`config.mk`:
```
export PLATFORM = sky130hd
export DESIGN_NAME = seq_detect_ctrl
export DESIGN_NICKNAME = d
export VERILOG_FILES = /design/src/rtl/seq_detect_ctrl.sv
export SDC_FILE = /design/constraint.sdc
export NUM_CORES = 1
export LEC_CHECK = 0
export CAP_MARGIN = 10
export CORE_MARGIN = 3
export CORE_UTILIZATION = 35
export CTS_BUF_LIST = sky130_fd_sc_hd__clkbuf_2
export DETAILED_ROUTE_END_ITERATION = 6
export GPL_ROUTABILITY_DRIVEN = 0
export GPL_TIMING_DRIVEN = 0
export HOLD_SLACK_MARGIN = 0.02
export PLACE_DENSITY = 0.58
export SYNTH_ARGS = -nofsm -noshare
export SYNTH_HDL_FRONTEND = slang
export SYNTH_SLANG_ARGS = --single-unit
```
`constraint.sdc`:
```
create_clock -name clk -period 3 [get_ports clk]
set_input_delay 0.45 -clock clk [delete_from_list [all_inputs] [get_ports clk]]
set_output_delay 0.45 -clock clk [all_outputs]
set_load 0.005 [all_outputs]
```
`src/rtl/seq_detect_ctrl.sv`:
```
`default_nettype none
// ----------------------------------------------------------------------------
// seq_detect_ctrl : programmable serial-pattern detector driving a 7-seg digit
// Rev 1.0 : initial release
// ----------------------------------------------------------------------------
module seq_detect_ctrl #(
  parameter int MAX_LEN     = 8,
  parameter int HOLD_CYCLES = 4
) (
  input  logic                       clk,
  input  logic                       rst_n,
  input  logic                       i_ena,
  input  logic                       i_cfg_load,
  input  logic [$clog2(MAX_LEN)-1:0] i_cfg_len,
  input  logic                       i_cfg_bit,
  input  logic                       i_cfg_valid,
  input  logic                       i_data_bit,
  input  logic                       i_data_valid,
  input  logic                       i_clear,
  output logic                       o_busy,
  output logic                       o_armed,
  output logic                       o_match,
  output logic [3:0]                 o_match_count,
  output logic [7:0]                 o_seg
);

  localparam int c_len_w  = $clog2(MAX_LEN);
  localparam int c_cnt_w  = $clog2(MAX_LEN + 1);
  localparam int c_hold_w = $clog2(HOLD_CYCLES + 1);
  localparam logic [c_hold_w-1:0] c_hold_load = c_hold_w'(HOLD_CYCLES);

  typedef enum logic [1:0] {
    S_IDLE   = 2'd0,
    S_LOAD   = 2'd1,
    S_DETECT = 2'd2
  } state_t;

  state_t               r_state;
  logic [MAX_LEN-1:0]   r_pattern;
  logic [c_len_w-1:0]   r_len;
  logic [c_len_w-1:0]   r_bit_cnt;
  logic [MAX_LEN-1:0]   r_history;
  logic [c_cnt_w-1:0]   r_hist_cnt;
  logic [c_hold_w-1:0]  r_hold;
  logic                 r_match;
  logic [3:0]           r_count;

  logic [MAX_LEN-1:0]   w_hist_next;
  logic [MAX_LEN-1:0]   w_mask;
  logic [c_cnt_w-1:0]   w_len_p1;
  logic                 w_hist_full;
  logic                 w_hit;
  logic [6:0]           w_font;

  assign w_hist_next = {r_history[MAX_LEN-2:0], i_data_bit};
  assign w_len_p1    = c_cnt_w'(r_len) + c_cnt_w'(1);
  // hist_cnt+1 >= len+1 reduces to hist_cnt >= len
  assign w_hist_full = (r_hist_cnt >= c_cnt_w'(r_len));

  for (genvar gi = 0; gi < MAX_LEN; gi++) begin : g_mask
    assign w_mask[gi] = (c_len_w'(gi) <= r_len);
  end

  assign w_hit = (r_state == S_DETECT) && i_data_valid && w_hist_full &&
                 (((w_hist_next ^ r_pattern) & w_mask) == '0);

  always_ff @(posedge clk or negedge rst_n) begin
    if (!rst_n) begin
      r_state    <= S_IDLE;
      r_pattern  <= '0;
      r_len      <= '0;
      r_bit_cnt  <= '0;
      r_history  <= '0;
      r_hist_cnt <= '0;
      r_hold     <= '0;
      r_match    <= 1'b0;
      r_count    <= 4'd0;
    end else if (i_ena) begin
      r_match <= 1'b0;
      if (r_hold != '0) r_hold <= r_hold - c_hold_w'(1);

      if (i_cfg_load) begin
        r_state   <= S_LOAD;
        r_len     <= i_cfg_len;
        r_bit_cnt <= '0;
      end else if (i_clear) begin
        r_count    <= 4'd0;
        r_history  <= '0;
        r_hist_cnt <= '0;
        r_hold     <= '0;
      end else begin
        case (r_state)
          S_IDLE: ;
          S_LOAD: begin
            if (i_cfg_valid) begin
              r_pattern <= {r_pattern[MAX_LEN-2:0], i_cfg_bit};
              r_bit_cnt <= r_bit_cnt + c_len_w'(1);
              if (r_bit_cnt == r_len) begin
                r_state    <= S_DETECT;
                r_history  <= '0;
                r_hist_cnt <= '0;
              end
            end
          end
          S_DETECT: begin
            if (i_data_valid) begin
              r_history <= w_hist_next;
              if (r_hist_cnt != w_len_p1) r_hist_cnt <= r_hist_cnt + c_cnt_w'(1);
              if (w_hit) begin
                r_match <= 1'b1;
                r_hold  <= c_hold_load;
                if (r_count != 4'hF) r_count <= r_count + 4'd1;
              end
            end
          end
          default: r_state <= S_IDLE;
        endcase
      end
    end
  end

  always_comb begin
    w_font = 7'h00;
    case (r_count)
      4'h0: w_font = 7'h3F;
      4'h1: w_font = 7'h06;
      4'h2: w_font = 7'h5B;
      4'h3: w_font = 7'h4F;
      4'h4: w_font = 7'h66;
      4'h5: w_font = 7'h6D;
      4'h6: w_font = 7'h7D;
      4'h7: w_font = 7'h07;
      4'h8: w_font = 7'h7F;
      4'h9: w_font = 7'h6F;
      4'hA: w_font = 7'h77;
      4'hB: w_font = 7'h7C;
      4'hC: w_font = 7'h39;
      4'hD: w_font = 7'h5E;
      4'hE: w_font = 7'h79;
      4'hF: w_font = 7'h71;
      default: w_font = 7'h00;
    endcase
  end

  assign o_seg         = {(r_hold != '0), w_font};
  assign o_busy        = (r_state == S_LOAD);
  assign o_armed       = (r_state == S_DETECT);
  assign o_match       = r_match;
  assign o_match_count = r_count;

endmodule
`default_nettype wire

```
==> metrics.txt <==
final cell count without fillers about 360; register area 876 um^2; die height roughly 89 um; fill count 650; Pre-antenna DRT Iters 4; Tcrit/Tclk final 0.931; First DRT Iteration DRCs 70; clk root buf clkbuf_2; Total Wirelength between 5000 and 6000 um; final total power around 1.4 mW; VDD IR max around 0.00028 V; Netlist cell types 55; number of gates resized after cts 0; pre-CTS setup slack roughly 0.19 ns; setup TNS 0 ns; Hold Buf Count CTS 0; placed insts between 300 and 400; synth cell count leaders 35 x dfrtp_1, 21 x nand2_1, 20 x inv_1, 19 x ha_1, 15 x nand3_1; Max Clk Rate about 360 MHz; Core Area around 6500 um^2; WS Path Type register to output port; Post-Synthesis Cells 255; Final WS setup between 0.2 and 0.25 ns; crit end category output port; RSZ-0062 raised after global routing no; CP arrival between 2 and 2.5 ns; Setup Buffers After CTS 0; drt wl/cell between 10 and 15 um; syn avg cell area approximately 9.4 um^2; GRT Util Overall 0.147; Hold WC Path Type primary input to async pin; initial antenna violation count 0; number of global-route vias before repair ~1900; Post-synth EDFFs 0; CTS H-tree depth 2; ant diodes 0; Synth top area share 0.366; static leakage around 1.2 nW; HPWL after DPL around 4000 um; count leader, synth dfrtp_1; Die X ~90 um; status finished, final reports clean; synthesized cell area around 2400 um^2; sequential fraction of the synthesis area 0.366; Clock Skew approximately 0.027 ns; footprint of the multi-input gates between 1000 and 1500 um^2; drc violations 0; initial core utilization 0.368; CTS sink count 35; Yosys reg bits 35; CTS tree yes; CTS max path bufs 2; Final Setup Violations 0; IO Pins 27; DR vias 1912; Reg clk slew, reported paths 0.20 ns; Final Max Slew Viols 0; Mapped Nets between 200 and 300; fin util 0.426; minimum clock period approximately 2.8 ns; max cap viols 0; CP Launch Type register; row cnt 29; fin nets between 300 and 400; Routed Antenna Nets 0; CP max FO 9; total CTS buffers 5; dominant cell type by area after synthesis dfrtp_1; Worst Path Required roughly 2.6 ns; ys async rst share 1.00; synth top area cells dfrtp_1 37%, ha_1 9.9%, mux2_2 5.7%, xor2_1 4.0%, nand2_1 3.3%; layout cells sized above 1 0.118; Congestion Overflow GR 0; Vias/cell roughly 5.3; Synth Flop Type dfrtp_1; Worst-Margin Slew 0.822 ns; synth warn 0; pwr dens 511 nW/um^2; Slew HR 0.452; Syn-to-layout area delta 15.7%; Port Buffers 25; first-pass GRT wire length 9080 um; maximum number of pins on one net before global-route repair 36; worst skew pair latency roughly 0.39 ns; Final Hold Fails 0; die area ~8000 um^2
==> sequential cells by signal, indices dropped and copies added, names as in the netlist <==
| register | cells |
|---|---|
| r_hist_cnt | 4 |
| r_history | 7 |
| r_hold | 3 |
| o_match | 1 |
| r_len | 3 |
| o_match_count | 4 |
| r_pattern | 8 |
| r_bit_cnt | 3 |
| r_state | 2 |
==> cell usage in the layout (no fill, tap or decap), types with 2 or more instances in the layout <==
master           Yosys  final
nor2b_1              4      4
dfrtp_1             35     35
a21o_1               2      2
a211oi_1             2      2
clkinv_1             2      3
nand3_1             15     15
a21oi_1              9      9
nor2_1              10     10
xor2_1              11     11
clkdlybuf4s50_1      0     24
inv_1               20     20
buf_6                3      3
buf_4                2      2
buf_2                1      2
o21ai_0             14     14
o311ai_0             3      3
a221oi_1             2      2
ha_1                19     19
and3_1               3      3
xnor2_1              5      5
or3_1                4      4
a31oi_1              3      3
or2_2                2      2
o31ai_1              3      3
nor3_1               5      5
clkbuf_2             0      5
mux2_2              12     12
nand2b_1             4      4
nand2_1             21     21
nand4_1              3      3
o22ai_1              2      2
clkbuf_1             5      5
o2bb2ai_1            5      5
==> final cells by class <==
cell class                 count  area share
buffer                        12      0.0299
clock buffer                   5     0.00905
clock inverter                 2     0.00317
inverter                      22      0.0299
multi-input combinational    186       0.488
sequential                    35       0.317
tap                           77      0.0348
timing repair buffer          25      0.0886
==> worst max-delay path, stage by stage, from the launching register on <==
cell             delay, ns
dfrtp_1               0.58
inv_1                 0.20
ha_1                  0.35
nand2_1               0.07
o21a_1                0.11
o21ai_0               0.14
clkdlybuf4s50_1       0.52
==> where the power goes <==
part / switching, mW / leakage, nW / internal (mW)
Clock: 0.163 / 0.0262 / 0.0493
Sequential: 0.0787 / 0.460 / 0.545
Combinational: 0.284 / 0.730 / 0.293
==> layer usage <==
metal | vias to the layer above | part of all wire | global-route usage | wire [um]
met5 | - | 0 | 0 | 0
met1 | 904 | 0.51 | 0.206 | 2660
met4 | 0 | 0.012 | 0.0440 | 64
met3 | 6 | 0.024 | 0.0261 | 126
li1 | 979 | - | - | -
met2 | 23 | 0.45 | 0.231 | 2330
==> cells by family (layout without fill, tap and decap cells) <==
logic type                 count (synthesis)  count (layout)  synth area share
xor gates and xnor gates                  16              16            0.0586
adders and majority gates                 19              19            0.0994
DFF                                       35              35             0.366
and+or+nand+nor                           81              81             0.178
AOI/OAI and AO/OA                         57              57             0.167
buffers and inverters                     34              66            0.0691
muxes                                     13              13            0.0607
==> worst paths after layout <==
path	startpoint	to	slack [ns]	cells after the start
setup / recovery	o_match_count[0]	o_seg[3]	0.21	6
max in group asynchronous	rst_n	r_hold[0]	2.34	1
setup reg to reg	r_len[0]	o_match_count[2]	0.38	8
hold reg to reg	o_match	o_match	0.53	1
min in group clk	i_cfg_load	r_bit_cnt[0]	0.46	2
hold / removal	rst_n	r_hist_cnt[0]	0.12	1
==> per-stage QoR <==
| stage | hold slack, ns | cell area, um^2 |
|---|---|---|
| finish | 0.119 | 2770 |
| CTS | 0.140 | 2770 |
| detailed placement | 0.493 | 2730 |
| floorplan | 0.154 | 2390 |
| global placement | 0.488 | 2740 |
| global route | 0.162 | 2770 |
(Power assumes the default switching activity.)
